File: src/rtl/cabac_ctx_bank.sv
// CABAC context-variable bank: slope/offset initialisation from an external initValue table,
// combinational read port, write-back port, optional WPP snapshot when CABAC_CTX_SYNC_EN is defined.
module cabac_ctx_bank #(
  parameter int CTX_NUM = 36,
  parameter int TAB_AW  = 9
) (
  input  logic              clk,
  input  logic              rst,
  input  logic              i_init_start,
  input  logic [5:0]        i_SliceQpY,
  input  logic [1:0]        i_slice_type,
  input  logic              i_cabac_init_present_flag,
  input  logic              i_cabac_init_flag,
  output logic [TAB_AW-1:0] o_init_tab_addr,
  input  logic [7:0]        i_init_tab_value,
  output logic              o_init_done,
  output logic              o_busy,
  input  logic [7:0]        i_rd_idx,
  output logic [5:0]        o_pStateIdx,
  output logic              o_valMps,
  input  logic              i_upd_en,
  input  logic [7:0]        i_upd_idx,
  input  logic [5:0]        i_upd_pStateIdx,
  input  logic              i_upd_valMps,
  input  logic              i_sync_save,
  input  logic              i_sync_restore,
  output logic              o_sync_valid
);

  localparam int                IDX_W     = (CTX_NUM > 1) ? $clog2(CTX_NUM) : 1;
  localparam logic [IDX_W-1:0]  LAST_K    = IDX_W'(CTX_NUM - 1);
  localparam logic [TAB_AW-1:0] CTX_NUM_A = TAB_AW'(CTX_NUM);
  localparam logic [8:0]        CTX_NUM_9 = 9'(CTX_NUM);
  localparam logic [1:0]        SLICE_I   = 2'd2;

  logic                busy_r, done_r, iss_act_r, v1_r, v2_r;
  logic [IDX_W-1:0]    iss_k_r, k1_r, k2_r;
  logic [TAB_AW-1:0]   addr_r, base_s;
  logic [5:0]          qp_r, qp_clip_s;
  logic signed [7:0]   m_s, n_s, n_r;
  logic signed [13:0]  prod_s, prod_r;
  logic signed [9:0]   sum_s;
  logic [6:0]          pre_s;
  logic [5:0]          init_ps_s;
  logic                init_mps_s, last_wr_s, upd_ok_s, rd_ok_s;
  logic [6:0]          bank_r [CTX_NUM];

  // Table base for the requested initType and the QP clipped to 0..51.
  always_comb begin
    base_s = {TAB_AW{1'b0}};
    if (i_slice_type == SLICE_I) begin
      base_s = {TAB_AW{1'b0}};
    end else if (i_cabac_init_present_flag && i_cabac_init_flag) begin
      base_s = CTX_NUM_A << 1;
    end else begin
      base_s = CTX_NUM_A;
    end
    qp_clip_s = (i_SliceQpY > 6'd51) ? 6'd51 : i_SliceQpY;
  end

  // Slope/offset derivation: stage 2 from the table value, stage 3 from registered product.
  always_comb begin
    m_s    = $signed({4'b0000, i_init_tab_value[7:4]}) * 8'sd5 - 8'sd45;
    n_s    = $signed({1'b0, i_init_tab_value[3:0], 3'b000}) - 8'sd16;
    prod_s = $signed({{6{m_s[7]}}, m_s}) * $signed({8'b0000_0000, qp_r});
    sum_s  = $signed(prod_r[13:4]) + $signed({{2{n_r[7]}}, n_r});
    if (sum_s < 10'sd1) begin
      pre_s = 7'd1;
    end else if (sum_s > 10'sd126) begin
      pre_s = 7'd126;
    end else begin
      pre_s = sum_s[6:0];
    end
    init_mps_s = (pre_s > 7'd63);
    init_ps_s  = init_mps_s ? 6'(pre_s - 7'd64) : 6'(7'd63 - pre_s);
    last_wr_s  = v2_r && (k2_r == LAST_K);
    upd_ok_s   = i_upd_en && !busy_r && ({1'b0, i_upd_idx} < CTX_NUM_9);
    rd_ok_s    = ({1'b0, i_rd_idx} < CTX_NUM_9);
  end

  // Init sequencing: address issue, table-value stage and arithmetic stage.
  always_ff @(posedge clk) begin
    if (rst) begin
      busy_r    <= 1'b0;
      done_r    <= 1'b0;
      iss_act_r <= 1'b0;
      iss_k_r   <= {IDX_W{1'b0}};
      addr_r    <= {TAB_AW{1'b0}};
      qp_r      <= 6'd0;
      v1_r      <= 1'b0;
      k1_r      <= {IDX_W{1'b0}};
      v2_r      <= 1'b0;
      k2_r      <= {IDX_W{1'b0}};
      n_r       <= 8'sd0;
      prod_r    <= 14'sd0;
    end else if (i_init_start) begin
      busy_r    <= 1'b1;
      done_r    <= 1'b0;
      iss_act_r <= 1'b1;
      iss_k_r   <= {IDX_W{1'b0}};
      addr_r    <= base_s;
      qp_r      <= qp_clip_s;
      v1_r      <= 1'b0;
      v2_r      <= 1'b0;
    end else begin
      v1_r   <= iss_act_r;
      k1_r   <= iss_k_r;
      v2_r   <= v1_r;
      k2_r   <= k1_r;
      n_r    <= n_s;
      prod_r <= prod_s;
      if (iss_act_r) begin
        if (iss_k_r == LAST_K) begin
          iss_act_r <= 1'b0;
        end else begin
          iss_k_r <= iss_k_r + IDX_W'(1);
          addr_r  <= addr_r + TAB_AW'(1);
        end
      end
      if (last_wr_s) begin
        busy_r <= 1'b0;
        done_r <= 1'b1;
      end
    end
  end

`ifdef CABAC_CTX_SYNC_EN
  logic [6:0] snap_r [CTX_NUM];
  logic       sync_valid_r, restore_s;

  assign restore_s = i_sync_restore && sync_valid_r && !busy_r && !i_init_start;

  // Snapshot capture; a restore in the same cycle leaves the snapshot untouched.
  always_ff @(posedge clk) begin
    if (rst) begin
      for (int i = 0; i < CTX_NUM; i++) snap_r[i] <= 7'd0;
      sync_valid_r <= 1'b0;
    end else if (i_init_start) begin
      sync_valid_r <= 1'b0;
    end else if (i_sync_save && !restore_s) begin
      for (int i = 0; i < CTX_NUM; i++) snap_r[i] <= bank_r[i];
      sync_valid_r <= 1'b1;
    end
  end

  assign o_sync_valid = sync_valid_r;
`else
  logic sync_unused_s;
  assign sync_unused_s = i_sync_save ^ i_sync_restore;
  assign o_sync_valid  = 1'b0;
`endif

  // Bank storage: init writes beat restore, restore beats bin-decoder write-back.
  always_ff @(posedge clk) begin
    if (rst) begin
      for (int i = 0; i < CTX_NUM; i++) bank_r[i] <= 7'd0;
    end else if (!i_init_start) begin
      if (v2_r) begin
        bank_r[k2_r] <= {init_ps_s, init_mps_s};
      end
`ifdef CABAC_CTX_SYNC_EN
      else if (restore_s) begin
        for (int i = 0; i < CTX_NUM; i++) bank_r[i] <= snap_r[i];
      end
`endif
      else if (upd_ok_s) begin
        bank_r[i_upd_idx[IDX_W-1:0]] <= {i_upd_pStateIdx, i_upd_valMps};
      end
    end
  end

  // Combinational read port; out-of-range indices read as zero.
  always_comb begin
    if (rd_ok_s) begin
      {o_pStateIdx, o_valMps} = bank_r[i_rd_idx[IDX_W-1:0]];
    end else begin
      {o_pStateIdx, o_valMps} = 7'd0;
    end
  end

  assign o_init_tab_addr = addr_r;
  assign o_init_done     = done_r;
  assign o_busy          = busy_r;

endmodule

File: config.mk
export PLATFORM = sky130hd
export DESIGN_NAME = cabac_ctx_bank
export DESIGN_NICKNAME = d
export VERILOG_FILES = /design/src/rtl/cabac_ctx_bank.sv
export SDC_FILE = /design/constraint.sdc
export NUM_CORES = 1
export LEC_CHECK = 0
export ABC_AREA = 1
export CAP_MARGIN = 20
export CORE_ASPECT_RATIO = 0.7
export CORE_MARGIN = 3
export CORE_UTILIZATION = 60
export DETAILED_ROUTE_END_ITERATION = 10
export PLACE_DENSITY_LB_ADDON = 0.12
export SLEW_MARGIN = 10
export SYNTH_ARGS = -nofsm -noshare
export SYNTH_HDL_FRONTEND = slang
export SYNTH_SLANG_ARGS = --single-unit
File: constraint.sdc
create_clock -name clk -period 16.95 [get_ports clk]
set_input_delay 4.2375 -clock clk [delete_from_list [all_inputs] [get_ports clk]]
set_output_delay 4.2375 -clock clk [all_outputs]
set_load 0.02 [all_outputs]
==> run summary <==
The wire length of the first global-routing pass came out at 97.5 mm. On the final layout, the worst hold slack is 414 ps. Synthesis produced a netlist whose cell count is 2,433.

The endpoint required time on the critical path is 12,710 ps. The slew of the pin with the lowest slew margin is 1040 ps. Setup slack closes at 4530 ps.

The final clock period utilization by the worst path is 0.732. Of all nets on the critical path, the largest fanout is 134. The number of core rows is 60. The minimum period implied by the final worst setup slack is 12,420 ps.

The detail route stage leaves a number of antenna-violating nets equal to 0. The total placed instance area is 0.0250 mm². The clock latency of the later-clocked register in the worst-skew pair is 580 ps. The final setup violation count is 0. The floorplan die area came out at 0.0426 mm². The total power per unit cell area came out at 121 mW/mm². The via count of the first global-routing pass is 17,400.

Counting every net in the synthesized netlist gives 2,558. The final layout contains 2,559 nets. The worst-case headroom to the max-slew limit is 0.299. The number of standard cells in the final layout excluding fillers is 2,998. At the worst endpoint, the arrival time is 8180 ps.

The boundary pin count is 66. The fraction of final layout cells sized beyond drive strength 1 came out at 0.0526. The netlist uses 44 different library cells. The aggregate global routing overflow is 0. The vertical die dimension is 174 µm. Summed over all cells, the static leakage comes to 9.91 nW. Post-CTS repair changed the size of 0 cells.

The overall fraction of global-route tracks in use came out at 0.294. Across the VDD grid, the largest voltage drop is 0.139 mV. The run finished with clean final reports.

The final design area excluding fillers came out at 0.0266 mm². The number of clock buffers inserted by TritonCTS came out at 47. The die is 245 µm wide.

The clock tree from TritonCTS is built. The initial antenna violation count came out at 0. The layout has 2,989 filler cells. Summed over all layers, the routed wires come to 63.2 mm. In the synthesized netlist the dominant register cell turns out to be sky130_fd_sc_hd__edfxtp_1. The via count normalized by instance count came out at 6.18. Prior to clock tree synthesis, the placed netlist has a worst setup slack of 4610 ps.

The first routing iteration left 2,526 violations. The deepest clock path buffer count came out at 3. The capturing element type of the critical path is an output pin. The total power is 3.20 mW. The initial standard-cell utilization of the core came out at 0.617. The number of cells in the design after placement is 2,911.

Setup repair after global routing left no endpoint under its margin. The count of endpoints failing hold in the final timing report is 0. The number of setup buffers added after CTS is 0. The post-synthesis async set-or-reset flop share is 0.

The number of max-slew violations in the final report came to 0. After detailed routing, the number of remaining DRC violations is 0. The count of H-tree levels built during CTS came out at 2. The overall via count from detail_route is 18,500.

The setup path with the least slack is of type input pin to output pin. In this run, post-CTS hold repair placed 0 buffers. The layout overhead on the synthesized area came out at 10.2%. The synthesized flop and latch total came out at 501. Based on the critical path, the design can be clocked at up to 0.0805 GHz. The number of port buffers is 62. The total negative setup slack is 0 ps. The max-capacitance violation count is 0. The number of optimization iterations in the first detailed-route pass is 6. The mean area per synthesized cell is 9.90 µm². The path category of the worst min-delay check is register to register.

The mapped netlist covers 0.0241 mm². The share of the Yosys chip area taken by registers is 0.603. The number of antenna diodes is 0. The count of flip-flops with a built-in enable after synthesis came out at 448. The cell chosen for the clock root is sky130_fd_sc_hd__clkbuf_16. For the final database, setup skew stands at 21.7 ps. Detailed placement ended at an HPWL of 40.7 mm.

The TritonCTS sink count came out at 501. At the end of routability-driven placement, the weighted congestion stood at 0.938. The number of warnings printed during yosys synthesis came out at 0. The standard cell core area came out at 0.0390 mm².

The worst setup path is launched from an input pin. The average wire per standard cell is 21.1 µm. The register clock-pin slew on the reported worst setup and hold paths is 60 ps. The share of the core filled with cells is 0.680. Entering global routing, the biggest net connects 135 pins.
==> state kept, by name (all words and copies together) (netlist names), 5 cells and up <==
name	cells
bank_r	448
prod_r	10
o_init_tab_addr	9
iss_k_r	6
k1_r	6
k2_r	6
qp_r	6
n_r	5
==> report_power, final <==
group / total (mW) / leakage [nW] / internal [mW] / switching (mW)
sequential: 1.48 / 4.79 / 1.47 / 0.0128
combinational: 0.662 / 4.38 / 0.143 / 0.520
clock: 1.05 / 0.740 / 0.596 / 0.458
==> layout make-up <==
type                            count  area [µm²]  share of cell area
Inverter                          185         699              0.0263
Sequential cell                   501       14500               0.547
Tap cell                          527         659              0.0248
Clock buffer                       58        1240              0.0467
Clock inverter                     28         273              0.0103
Timing Repair Buffer               84         779              0.0294
Multi-Input combinational cell   1615        8390               0.316
==> kinds of logic after synthesis <==
group	Yosys count	synth area share
simple gates	949	0.158
other cells	1	0.000156
xor+xnor	11	0.00400
fa+ha+maj	78	0.0514
buf+inv	317	0.0505
flops	501	0.603
compound gates	576	0.133
==> per-layer routing <==
layer / global-route usage / vias to the layer above / wire length (µm)
met4: 0.0651 / 0 / 1140
met2: 0.426 / 1005 / 27000
met3: 0.0634 / 103 / 7470
li1: - / 8441 / -
met5: 0 / - / 0
met1: 0.459 / 8971 / 27600
==> critical path: stages <==
cell and delay [ps]:
sky130_fd_sc_hd__buf_6 340, sky130_fd_sc_hd__inv_6 790, sky130_fd_sc_hd__buf_4 860, sky130_fd_sc_hd__o21ai_0 170, sky130_fd_sc_hd__o22ai_1 180, sky130_fd_sc_hd__o21ai_0 100, sky130_fd_sc_hd__nor2_1 270, sky130_fd_sc_hd__o21ai_0 210
sky130_fd_sc_hd__nor2_1 120, sky130_fd_sc_hd__nor2_1 50, sky130_fd_sc_hd__nor2_1 110, sky130_fd_sc_hd__clkdlybuf4s50_1 630
==> placed cells by master, fill, tap and decap left out, types with 13 or more instances in the layout <==
master,Yosys,final
sky130_fd_sc_hd__or2_2,14,14
sky130_fd_sc_hd__o211ai_1,47,47
sky130_fd_sc_hd__a21oi_1,149,149
sky130_fd_sc_hd__buf_4,1,22
sky130_fd_sc_hd__clkbuf_16,0,48
sky130_fd_sc_hd__edfxtp_1,448,448
sky130_fd_sc_hd__clkinv_1,3,14
sky130_fd_sc_hd__nor2_1,529,527
sky130_fd_sc_hd__nand2_1,280,280
sky130_fd_sc_hd__inv_1,178,177
sky130_fd_sc_hd__ha_1,43,43
sky130_fd_sc_hd__o21ai_0,271,271
sky130_fd_sc_hd__clkdlybuf4s50_1,0,59
sky130_fd_sc_hd__nand3_1,84,81
sky130_fd_sc_hd__dfxtp_1,53,53
sky130_fd_sc_hd__o22ai_1,70,70
sky130_fd_sc_hd__fa_1,35,35
sky130_fd_sc_hd__nor3_1,14,13
==> worst paths after layout <==
kind | start | end | depth (start not counted) | slack, ps
min reg2reg | v1_r | v2_r | 2 | 410
max | i_rd_idx[0] | o_valMps | 12 | 4530
min | v1_r | v2_r | 2 | 410
max reg2reg | qp_r[1] | prod_r[13] | 20 | 12310
==> cells in the mapped netlist, types with 5 or more instances <==
master                     number  area [µm²]
sky130_fd_sc_hd__clkbuf_1     111         417
sky130_fd_sc_hd__ha_1          43         538
sky130_fd_sc_hd__o22ai_1       70         438
sky130_fd_sc_hd__nor2_1       529        1990
sky130_fd_sc_hd__a221oi_1       5        43.8
sky130_fd_sc_hd__nand3_1       84         420
sky130_fd_sc_hd__a31oi_1        6        37.5
sky130_fd_sc_hd__nand4_1       10        62.6
sky130_fd_sc_hd__fa_1          35         701
sky130_fd_sc_hd__o21ai_0      271        1360
sky130_fd_sc_hd__nand2_1      280        1050
sky130_fd_sc_hd__o211ai_1      47         353
sky130_fd_sc_hd__dfxtp_1       53        1060
sky130_fd_sc_hd__o221ai_1       8        70.1
sky130_fd_sc_hd__a21oi_1      149         746
sky130_fd_sc_hd__xor2_1         6        52.6
sky130_fd_sc_hd__buf_2         18        90.1
sky130_fd_sc_hd__xnor2_1        5        43.8
sky130_fd_sc_hd__edfxtp_1     448       13500
sky130_fd_sc_hd__inv_1        178         668
sky130_fd_sc_hd__nor3_1        14        70.1
sky130_fd_sc_hd__or2_2         14        87.6
Power figures use the tool's default switching activity.
